`src/rtl/botoes_pkg.sv`:
```
`default_nettype none
// ==========================================================================
// botoes_pkg - shared types and sizing helpers for the button conditioner
// Rev 1.0
// ==========================================================================
package botoes_pkg;

  localparam int N_BOTOES_PADRAO = 8;
  localparam int DEBOUNCE_PADRAO = 50000;

  typedef enum logic [1:0] {
    SOLTO        = 2'd0,
    CONF_APERTO  = 2'd1,
    APERTADO     = 2'd2,
    CONF_SOLTURA = 2'd3
  } estado_t;

  // Bits needed to hold 0..max_valor, never less than one.
  function automatic int largura_contador(input int max_valor);
    int w;
    w = $clog2(max_valor + 1);
    if (w < 1) w = 1;
    return w;
  endfunction

endpackage
`default_nettype wire

```
`src/rtl/botoes_condicionador_if.sv`:
```
`default_nettype none
// ==========================================================================
// botoes_if - pin-side and matrix-side signals of the button conditioner
// Rev 1.0
// ==========================================================================
interface botoes_if #(
  parameter int N_BOTOES = 8,
  parameter int CONT_W   = 8
);

  logic [N_BOTOES-1:0] btn_raw;
  logic                habilita;
  logic                limpa_cont;
  logic [N_BOTOES-1:0] pulsos;
  logic [CONT_W-1:0]   jogadas;
  logic [N_BOTOES-1:0] db_estavel;
  logic [N_BOTOES-1:0] db_pendente;

  modport master (
    output btn_raw, habilita, limpa_cont,
    input  pulsos, jogadas, db_estavel, db_pendente
  );

  modport slave (
    input  btn_raw, habilita, limpa_cont,
    output pulsos, jogadas, db_estavel, db_pendente
  );

endinterface
`default_nettype wire

```
`src/rtl/botoes_condicionador_debounce_botao.sv`:
```
`default_nettype none
// ==========================================================================
// debounce_botao - 2-FF synchronizer plus debounce FSM for one button
// Optional auto-repeat while held: BOTOES_REPEAT_EN.  Rev 1.0
// ==========================================================================
module debounce_botao
  import botoes_pkg::*;
#(
  parameter int DEBOUNCE_CYCLES = DEBOUNCE_PADRAO
`ifdef BOTOES_REPEAT_EN
  ,
  parameter int REPEAT_CYCLES   = 25000000
`endif
) (
  input  wire logic clk,
  input  wire logic rst,
  input  wire logic btn_raw,
  output logic      evento,
  output logic      estavel
);

  localparam int              CNT_W     = largura_contador(DEBOUNCE_CYCLES);
  localparam logic [CNT_W-1:0] C_ULTIMO = CNT_W'(DEBOUNCE_CYCLES - 1);

  logic             r_sync1;
  logic             r_sync2;
  estado_t          r_estado;
  logic [CNT_W-1:0] r_cnt;
  logic             r_estavel;
  logic             w_confirma;
  logic             w_repete;

  always_ff @(posedge clk or posedge rst) begin
    if (rst) begin
      r_sync1 <= 1'b0;
      r_sync2 <= 1'b0;
    end else begin
      r_sync1 <= btn_raw;
      r_sync2 <= r_sync1;
    end
  end

  // The last matching sample of the press window raises the event in the
  // same cycle the FSM commits to APERTADO.
  assign w_confirma = (r_estado == CONF_APERTO) && r_sync2 && (r_cnt == C_ULTIMO);

  always_ff @(posedge clk or posedge rst) begin
    if (rst) begin
      r_estado  <= SOLTO;
      r_cnt     <= '0;
      r_estavel <= 1'b0;
    end else begin
      case (r_estado)
        SOLTO: begin
          if (r_sync2) begin
            r_estado <= CONF_APERTO;
            r_cnt    <= CNT_W'(1);
          end
        end
        CONF_APERTO: begin
          if (!r_sync2) begin
            r_estado <= SOLTO;
            r_cnt    <= '0;
          end else if (r_cnt == C_ULTIMO) begin
            r_estado  <= APERTADO;
            r_estavel <= 1'b1;
            r_cnt     <= '0;
          end else begin
            r_cnt <= r_cnt + CNT_W'(1);
          end
        end
        APERTADO: begin
          if (!r_sync2) begin
            r_estado <= CONF_SOLTURA;
            r_cnt    <= CNT_W'(1);
          end
        end
        CONF_SOLTURA: begin
          if (r_sync2) begin
            r_estado <= APERTADO;
            r_cnt    <= '0;
          end else if (r_cnt == C_ULTIMO) begin
            r_estado  <= SOLTO;
            r_estavel <= 1'b0;
            r_cnt     <= '0;
          end else begin
            r_cnt <= r_cnt + CNT_W'(1);
          end
        end
        default: begin
          r_estado  <= SOLTO;
          r_cnt     <= '0;
          r_estavel <= 1'b0;
        end
      endcase
    end
  end

`ifdef BOTOES_REPEAT_EN
  localparam int               REP_W        = largura_contador(REPEAT_CYCLES);
  localparam logic [REP_W-1:0] C_REP_ULTIMO = REP_W'(REPEAT_CYCLES - 1);

  logic [REP_W-1:0] r_rep;

  assign w_repete = (r_estado == APERTADO) && r_sync2 && (r_rep == C_REP_ULTIMO);

  // Held outside APERTADO so every entry starts a fresh repeat interval.
  always_ff @(posedge clk or posedge rst) begin
    if (rst) begin
      r_rep <= '0;
    end else if (r_estado != APERTADO || !r_sync2 || w_repete) begin
      r_rep <= '0;
    end else begin
      r_rep <= r_rep + REP_W'(1);
    end
  end
`else
  assign w_repete = 1'b0;
`endif

  assign evento  = w_confirma | w_repete;
  assign estavel = r_estavel;

endmodule
`default_nettype wire

```
`src/rtl/botoes_condicionador.sv`:
```
`default_nettype none
// ==========================================================================
// botoes_condicionador - debounced, serialized one-hot toggle pulses from raw
// buttons, with a saturating move counter.  Option: BOTOES_REPEAT_EN.  Rev 1.0
// ==========================================================================
module botoes_condicionador
  import botoes_pkg::*;
#(
  parameter int N_BOTOES        = N_BOTOES_PADRAO,
  parameter int DEBOUNCE_CYCLES = DEBOUNCE_PADRAO,
  parameter int CONT_W          = 8,
  parameter int REPEAT_CYCLES   = 25000000
) (
  input wire logic clk,
  input wire logic rst,
  botoes_if.slave  bus
);

  localparam logic [CONT_W-1:0] C_JOG_MAX = '1;

  logic [N_BOTOES-1:0] w_evento;
  logic [N_BOTOES-1:0] w_estavel;
  logic [N_BOTOES-1:0] w_aceitos;
  logic [N_BOTOES-1:0] w_sel;
  logic [N_BOTOES-1:0] r_pendente;
  logic [N_BOTOES-1:0] r_pulsos;
  logic [CONT_W-1:0]   r_jogadas;

  for (genvar i = 0; i < N_BOTOES; i++) begin : g_botao
    debounce_botao #(
      .DEBOUNCE_CYCLES (DEBOUNCE_CYCLES)
`ifdef BOTOES_REPEAT_EN
      ,
      .REPEAT_CYCLES   (REPEAT_CYCLES)
`endif
    ) u_debounce (
      .clk     (clk),
      .rst     (rst),
      .btn_raw (bus.btn_raw[i]),
      .evento  (w_evento[i]),
      .estavel (w_estavel[i])
    );
  end

  assign w_aceitos = bus.habilita ? w_evento : '0;

  // Two's-complement trick isolates the lowest pending bit.
  assign w_sel = r_pendente & (~r_pendente + N_BOTOES'(1));

  always_ff @(posedge clk or posedge rst) begin
    if (rst) begin
      r_pendente <= '0;
      r_pulsos   <= '0;
      r_jogadas  <= '0;
    end else begin
      // New events are ORed after the issued bit is cleared, so a re-press
      // of the bit being issued stays queued.
      r_pendente <= (r_pendente & ~w_sel) | w_aceitos;
      r_pulsos   <= w_sel;
      if (bus.limpa_cont) begin
        r_jogadas <= '0;
      end else if ((|r_pendente) && (r_jogadas != C_JOG_MAX)) begin
        r_jogadas <= r_jogadas + CONT_W'(1);
      end
    end
  end

  assign bus.pulsos      = r_pulsos;
  assign bus.jogadas     = r_jogadas;
  assign bus.db_estavel  = w_estavel;
  assign bus.db_pendente = r_pendente;

endmodule
`default_nettype wire

```
`src/flat_wrapper.sv`:
```
// flat-port wrapper written by rule: the top's interface ports become plain ports
module botoes_condicionador_flat import botoes_pkg::*;
#(
  parameter int N_BOTOES        = N_BOTOES_PADRAO,
  parameter int DEBOUNCE_CYCLES = DEBOUNCE_PADRAO,
  parameter int CONT_W          = 8,
  parameter int REPEAT_CYCLES   = 25000000
)
  (clk, rst, bus_btn_raw, bus_habilita, bus_limpa_cont, bus_pulsos, bus_jogadas, bus_db_estavel, bus_db_pendente);
  botoes_if #(.N_BOTOES(N_BOTOES), .CONT_W(CONT_W)) bus_i ();
  input wire logic clk;
  input wire logic rst;
  input wire logic [$bits(bus_i.btn_raw)-1:0] bus_btn_raw;
  input wire logic [$bits(bus_i.habilita)-1:0] bus_habilita;
  input wire logic [$bits(bus_i.limpa_cont)-1:0] bus_limpa_cont;
  output wire logic [$bits(bus_i.pulsos)-1:0] bus_pulsos;
  output wire logic [$bits(bus_i.jogadas)-1:0] bus_jogadas;
  output wire logic [$bits(bus_i.db_estavel)-1:0] bus_db_estavel;
  output wire logic [$bits(bus_i.db_pendente)-1:0] bus_db_pendente;
  assign bus_i.btn_raw = bus_btn_raw;
  assign bus_i.habilita = bus_habilita;
  assign bus_i.limpa_cont = bus_limpa_cont;
  assign bus_pulsos = bus_i.pulsos;
  assign bus_jogadas = bus_i.jogadas;
  assign bus_db_estavel = bus_i.db_estavel;
  assign bus_db_pendente = bus_i.db_pendente;
  botoes_condicionador #(.N_BOTOES(N_BOTOES), .DEBOUNCE_CYCLES(DEBOUNCE_CYCLES), .CONT_W(CONT_W), .REPEAT_CYCLES(REPEAT_CYCLES)) u_core (.clk(clk), .rst(rst), .bus(bus_i));
endmodule
```
`config.mk`:
```
export PLATFORM = sky130hd
export DESIGN_NAME = botoes_condicionador_flat
export DESIGN_NICKNAME = d
export VERILOG_FILES = /design/src/rtl/botoes_pkg.sv /design/src/rtl/botoes_condicionador_if.sv /design/src/rtl/botoes_condicionador_debounce_botao.sv /design/src/rtl/botoes_condicionador.sv /design/src/flat_wrapper.sv
export SDC_FILE = /design/constraint.sdc
export NUM_CORES = 1
export LEC_CHECK = 0
export BUFFER_PORTS_ARGS = -buffer_cell sky130_fd_sc_hd__buf_2
export CORE_MARGIN = 3
export CORE_UTILIZATION = 60
export CTS_CLUSTER_DIAMETER = 150
export DETAILED_ROUTE_END_ITERATION = 6
export GPL_TIMING_DRIVEN = 0
export PLACE_DENSITY = 0.8
export RECOVER_POWER = 50
export SLEW_MARGIN = 10
export SYNTH_ARGS = -nofsm -noshare
export SYNTH_HDL_FRONTEND = slang
export SYNTH_SLANG_ARGS = --single-unit
```
`constraint.sdc`:
```
create_clock -name clk -period 6.8 [get_ports clk]
set_input_delay 1.02 -clock clk [delete_from_list [all_inputs] [get_ports clk]]
set_output_delay 1.02 -clock clk [all_outputs]
set_load 0.05 [all_outputs]
```
==> metrics.yaml, run 1 <==
job:
  max_cap_viol_count: 1
die:
  die-width_um: 132
  die_area_um2: 17500
  fp.dieH_um: 132
  num_io_pins: 44
  std_cell_rows: 45
  initial_core_util_pct: 62.2
  core_um2: 15400
critical_path:
  regToRegEndpoint: "u_core.g_botao[0].u_debounce.r_cnt[10]$_DFFE_PP0P_"
  critPathTopFamily: "buffers and inverters"
  required_ns: 6.61
  worst_setup_path_start_kind: "primary input"
  cp_max_fo: 97
  slowest_delay_ns: 2.33
  cp.arrival_ns: 3.51
  end_kind: "async pin"
  timing.rr.start: "u_core.g_botao[0].u_debounce.r_cnt[0]$_DFFE_PP0P_"
  cpMaxStageDelayCell: "clkinvlp_2"
  r2r_cells: 8
  reg2reg_slack_ns: 4.22
  crit_start: "rst"
  crit_chain: "buf_2 -> clkinvlp_2"
  crit_type: "primary input to async pin"
  crit_buf_inv: 2
cells_and_area:
  fill_cells: 1239
  utilization_pct: 69.2
  multiInputGateArea_um2: 4480
  seq_area_um2: 4800
  area_delta_synth_final_pct: 11.3
  num_antenna_cells: 0
  drive_above_1_share_pct: 10.8
  final_cell_area_um2: 10700
  layout.nets: 1094
hold_path:
  holdPathStages: 0
  hp-start: "u_core.g_botao[1].u_debounce.r_sync1$_DFF_PP0_"
  min_path_type: "flip-flop to flip-flop"
  hold_path_end: "u_core.g_botao[1].u_debounce.r_sync2$_DFF_PP0_"
place:
  preCtsSetupSlack_ns: 4.28
  hpwl_mm: 13.8
  globalplace.congestion: 0.917
  place_area_um2: 10100
  io_buffers: 42
synthesis:
  ys_ff_latch: 192
  yosysTopAreaCellShare_pct: 50.1
  ys_seq_area_share_pct: 50.1
  syn-instance-count: 1011
  ys_top_cells_by_area: "dfrtp_1 (50%), nand2_1 (4.7%), a31oi_1 (4.5%)"
  synth_edf_count: 0
  yosys_warnings: 0
  synth_area_per_cell_um2: 9.49
  synthesis.nets: 1032
  netlist_area_um2: 9590
  yosysTopAreaCell: "dfrtp_1"
  synthTopCellsByCount: "dfrtp_1 (192), nand2_1 (120), a31oi_1 (69), nand3_1 (69), nor2_1 (62)"
  postSynth.topFlopCell: "dfrtp_1"
  synthMostInstantiatedCell: "dfrtp_1"
  synth_cell_types: 63
  synthArstFlopShare_pct: 100
detailed_routing:
  dr.first_iter.drc_count: 674
  drc: 0
  dr.pass1.iters: 5
  via_per_inst: 6.20
  via_count: 8035
  drt-total-wl_mm: 20.5
  final_antenna_net_count: 0
  post_drt_wl_per_cell_um: 15.8
sta:
  setup_viol: 0
  setup_ws_ns: 3.10
  grt_setup_unrepaired: "no"
  fin_worst_skew_ns: 0.0113
  max_freq_ghz: 0.270
  max-slew-margin-rel_pct: -180
  tightestPinTransition_ns: 4.17
  period_needed_ns: 3.70
  min_period_over_period_pct: 54.5
  timing.final.max_slew_violations: 97
  hold_viol: 0
  tns_ns: 0
cts:
  insertion_delay_ns: 0.43
  cts_hold_repair.buffers: 0
  path_clk_slew_ns: 0.07
  cts-resized-gates: 0
  cts_max_level: 4
  cts.sinks: 192
  post_cts_buffers: 0
  tritoncts: "built"
  cts_root_buffer: "clkbuf_16"
  cts_buffers: 17
  clockBufferDepth: 2
pwr:
  power.total_mw: 2.46
  p_leak_nw: 4.67
  ir_worst_vdd_mv: 0.200
  power.density_nw_per_um2: 231
status:
  status: "finished with violations"
  violations: "capacitance limit, slew limit"
global_routing:
  track_usage_pct: 23.8
  gr-total-overflow: 0
  grt_max_degree: 98
  grt_pass1_wl_mm: 34.8
  grt_pass1_vias: 7261
  antenna_found_initial: 0
[cell families (layout without fill, tap and decap cells)]
logic type	count (synthesis)	in the layout	share of synthesized area, %
simple gates	450	450	25.4
compound gates	250	250	16.2
flops	192	192	50.1
buf+inv	68	143	3.17
xor+xnor	33	33	3.01
fa+ha+maj	9	9	1.17
mux	9	9	0.991
[cell usage in the layout (no fill, tap or decap), drive strengths merged, types with 5 or more instances in the layout]
master	instances
dfrtp	192
nand2	120
a31oi	69
nand3	69
nor2	64
o21ai	64
buf	60
a21oi	52
clkbuf	41
inv	32
nand4	29
or3	26
a22o	24
and4	19
or2	19
xor2	18
nor3	18
and3	17
nor4	17
and2	15
xnor2	15
ha	9
nor4bb	8
o21a	8
a21o	7
nor4b	6
nor2b	6
clkinv	6
mux2i	5
a41oi	5
or4b	5
[flip-flops by register name, summed over array words and instances (netlist names), named ones only]
name                                count
u_core.g_botao.u_debounce.estavel       8
u_core.bus.pulsos                       8
u_core.g_botao.u_debounce.r_sync2       8
u_core.g_botao.u_debounce.r_sync1       8
u_core.g_botao.u_debounce.r_cnt       128
u_core.bus.jogadas                      8
u_core.g_botao.u_debounce.r_estado      8
u_core.bus.db_pendente                  8
[layout make-up]
cell class / instances / share of cell area [%]
sequential: 192 / 45.0
inverter: 27 / 0.961
multi-input combinational: 751 / 42.0
clock buffer: 17 / 3.99
buffer: 41 / 1.90
timing repair buffer: 43 / 2.23
clock inverter: 15 / 1.44
tap: 211 / 2.47
[per-stage QoR]
step | hold WS (ns) | std cells
after floorplan | 0.331 | 1011
after global placement | 0.331 | 1264
after detailed placement | 0.336 | 1265
after CTS | 0.350 | 1297
after global routing | 0.369 | 1297
final | 0.350 | 1297
[layer usage]
metal | vias to the layer above | track usage [%] | wire [um]
li1 | 3869 | - | -
met2 | 237 | 37.0 | 9660
met1 | 3903 | 34.2 | 9520
met5 | - | 0 | 0
met3 | 26 | 5.29 | 1050
met4 | 0 | 6.87 | 242
[power breakdown]
part / internal, mW / switching [mW] / total, mW
Combinational: 0.0824 / 0.162 / 0.245
Sequential: 1.19 / 0.0543 / 1.24
Clock: 0.518 / 0.457 / 0.975
[worst max path at each step]
stage	end	slack (ns)	depth (start not counted)
global route	async pin	2.42	2
global placement	u_core.bus.pulsos[2]$_DFF_PP0_	-1.42	2
CTS	u_core.g_botao[0].u_debounce.r_cnt[10]$_DFFE_PP0P_	4.25	8
floorplan	async pin	0.55	1
detailed placement	u_core.g_botao[0].u_debounce.r_cnt[10]$_DFFE_PP0P_	4.28	8
finish	u_core.g_botao[4].u_debounce.estavel$_DFFE_PP0P_	3.10	2
Power figures use the tool's default switching activity.
==> run 2, diff against run 1 <==
==> constraint.sdc (replaced) <==
create_clock -name clk -period 3.5 [get_ports clk]
set_input_delay 0.525 -clock clk [delete_from_list [all_inputs] [get_ports clk]]
set_output_delay 0.525 -clock clk [all_outputs]
set_load 0.05 [all_outputs]
==> metrics.yaml, run 2 (synthesis gave the netlist of run 1 again) <==
status:
  status: "finished with violations"
  violations: "capacitance limit, slew limit"
cts:
  cts_root_buffer: "clkbuf_16"
  insertion_delay_ns: 0.44  # about the same
  post_cts_buffers: 0  # unchanged
  cts_hold_repair.buffers: 0  # unchanged
  tritoncts: "built"
  cts_max_level: 4  # unchanged
  cts.sinks: 192  # unchanged
  clockBufferDepth: 2  # unchanged
  path_clk_slew_ns: 0.07  # about the same
  cts_buffers: 17  # unchanged
  cts-resized-gates: 0  # unchanged
cells_and_area:
  largest_register: "u_core.g_botao.u_debounce.r_cnt"
  most-common-layout-cells: "dfrtp_1 (192), nand2_1 (120), a31oi_1 (69), nand3_1 (69), nor2_1 (62)"
  final_cell_area_um2: 10700  # +0.11%
  final_common_cell: "dfrtp_1"
  layout.nets: 1098  # +0.37%
  largest_reg_flops: 128  # unchanged
  multiInputGateArea_um2: 4480  # unchanged
  area_delta_synth_final_pct: 11.4
  seq_area_um2: 4800  # unchanged
  num_antenna_cells: 0  # unchanged
  utilization_pct: 69.3  # +0.073 points
  fill_cells: 1209  # -2.4%
  drive_above_1_share_pct: 10.8  # +0.052 points
  layout.cells.non_filler: 1301  # +0.31%
critical_path:
  crit_type: "primary input to async pin"
  cpMaxStageDelayCell: "clkbuf_1"
  slowest_delay_ns: 1.13  # -1.20 ns
  end_kind: "async pin"
  cp_max_fo: 34  # -65%
  r2r_cells: 8  # unchanged
  required_ns: 3.78  # -2.83 ns
  crit_chain: "buf_2 -> clkinvlp_2 -> buf_12 -> clkbuf_1"
  cp.arrival_ns: 2.91  # -0.60 ns
  regToRegEndpoint: "u_core.g_botao[0].u_debounce.r_cnt[8]$_DFFE_PP0P_"
  worst_setup_path_start_kind: "primary input"
  crit_start: "rst"
  reg2reg_slack_ns: 0.87  # -3.35 ns
  timing.rr.start: "u_core.g_botao[0].u_debounce.r_cnt[0]$_DFFE_PP0P_"
die:
  die_area_um2: 17500  # unchanged
  core_um2: 15400  # unchanged
  num_io_pins: 44  # unchanged
  std_cell_rows: 45  # unchanged
  die-width_um: 132  # unchanged
  initial_core_util_pct: 62.2  # unchanged
  fp.dieH_um: 132  # unchanged
hold_path:
  min_path_type: "primary input to flip-flop"
  hold_path_end: "u_core.g_botao[7].u_debounce.r_sync1$_DFF_PP0_"
  holdPathStages: 1  # +1
  hp-start: "bus_btn_raw[7]"
pwr:
  power.density_nw_per_um2: 445  # +93%
  p_leak_nw: 4.68  # +0.19%
  power.total_mw: 4.76  # +93%
  ir_worst_vdd_mv: 0.371  # +85%
global_routing:
  antenna_found_initial: 0  # unchanged
  grt_pass1_wl_mm: 34.7  # -0.40%
  gr-total-overflow: 0  # unchanged
  grt_max_degree: 40  # -59%
  grt_pass1_vias: 7327  # +0.91%
  track_usage_pct: 23.8  # -0.025 points
sta:
  setup_viol: 0  # unchanged
  setup_ws_ns: 0.865  # -2.23 ns
  min_period_over_period_pct: 75.3
  tightestPinTransition_ns: 1.52  # -2.65 ns
  timing.final.max_slew_violations: 31  # -68%
  max_freq_ghz: 0.379
  hold_viol: 0  # unchanged
  fin_hold_ws_ns: 0.185  # -0.165 ns
  tns_ns: 0  # unchanged
  max-slew-margin-rel_pct: -1.56  # +180 points
  grt_setup_unrepaired: "no"
  fin_worst_skew_ns: 0.00802  # -0.00328 ns
  period_needed_ns: 2.64
detailed_routing:
  dr.first_iter.drc_count: 547  # -19%
  via_count: 7884  # -1.9%
  final_antenna_net_count: 0  # unchanged
  drt-total-wl_mm: 20.3  # -0.65%
  dr.pass1.iters: 5  # unchanged
  via_per_inst: 6.06  # -2.2%
  post_drt_wl_per_cell_um: 15.6  # -0.96%
  drc: 0  # unchanged
place:
  place_area_um2: 10200  # +0.68%
  io_buffers: 42  # unchanged
  dp.cells: 1269  # +0.32%
  globalplace.congestion: 0.930  # +1.4%
  hpwl_mm: 14.0  # +1.5%
  preCtsSetupSlack_ns: 0.891  # -3.39 ns
job:
  max_cap_viol_count: 1  # unchanged
run 2: where the power goes:
group / internal [mW] / leakage (nW) / switching (mW)
registers: 2.31 / 2.60 / 0.107
clock network: 1.02 / 0.277 / 0.847
logic: 0.162 / 1.81 / 0.314
run 2: routing by layer:
metal  vias to the layer above  part of all wire [%]  global-route usage (%)
met4                         0                  0.87                    5.14
met1                      3781                    47                    33.8
met5                         -                     0                       0
met2                       208                    47                    37.3
met3                        17                   5.6                    6.39
li1                       3878                     -                       -
run 2: cell type report:
cell class,count,area share [%]
Inverter,27,0.960
Tap cell,211,2.47
Buffer,41,1.90
Multi-Input combinational cell,751,42.0
Timing Repair Buffer,47,2.46
Sequential cell,192,45.0
Clock buffer,20,4.27
Clock inverter,12,1.02
run 2: worst max-delay path by stage:
stage	end	slack, ns
after floorplan	async pin	0.50
after global placement	u_core.g_botao[7].u_debounce.r_sync1$_DFF_PP0_	-0.60
after detailed placement	u_core.g_botao[0].u_debounce.r_cnt[8]$_DFFE_PP0P_	0.89
after CTS	u_core.g_botao[0].u_debounce.r_cnt[8]$_DFFE_PP0P_	0.90
after global routing	u_core.g_botao[3].u_debounce.r_cnt[4]$_DFFE_PP0P_	0.35
final	u_core.g_botao[3].u_debounce.r_cnt[4]$_DFFE_PP0P_	0.86
run 2: critical path: cells and delay by family:
kind	cells	cell delay [ns]
buf+inv	4	2.36
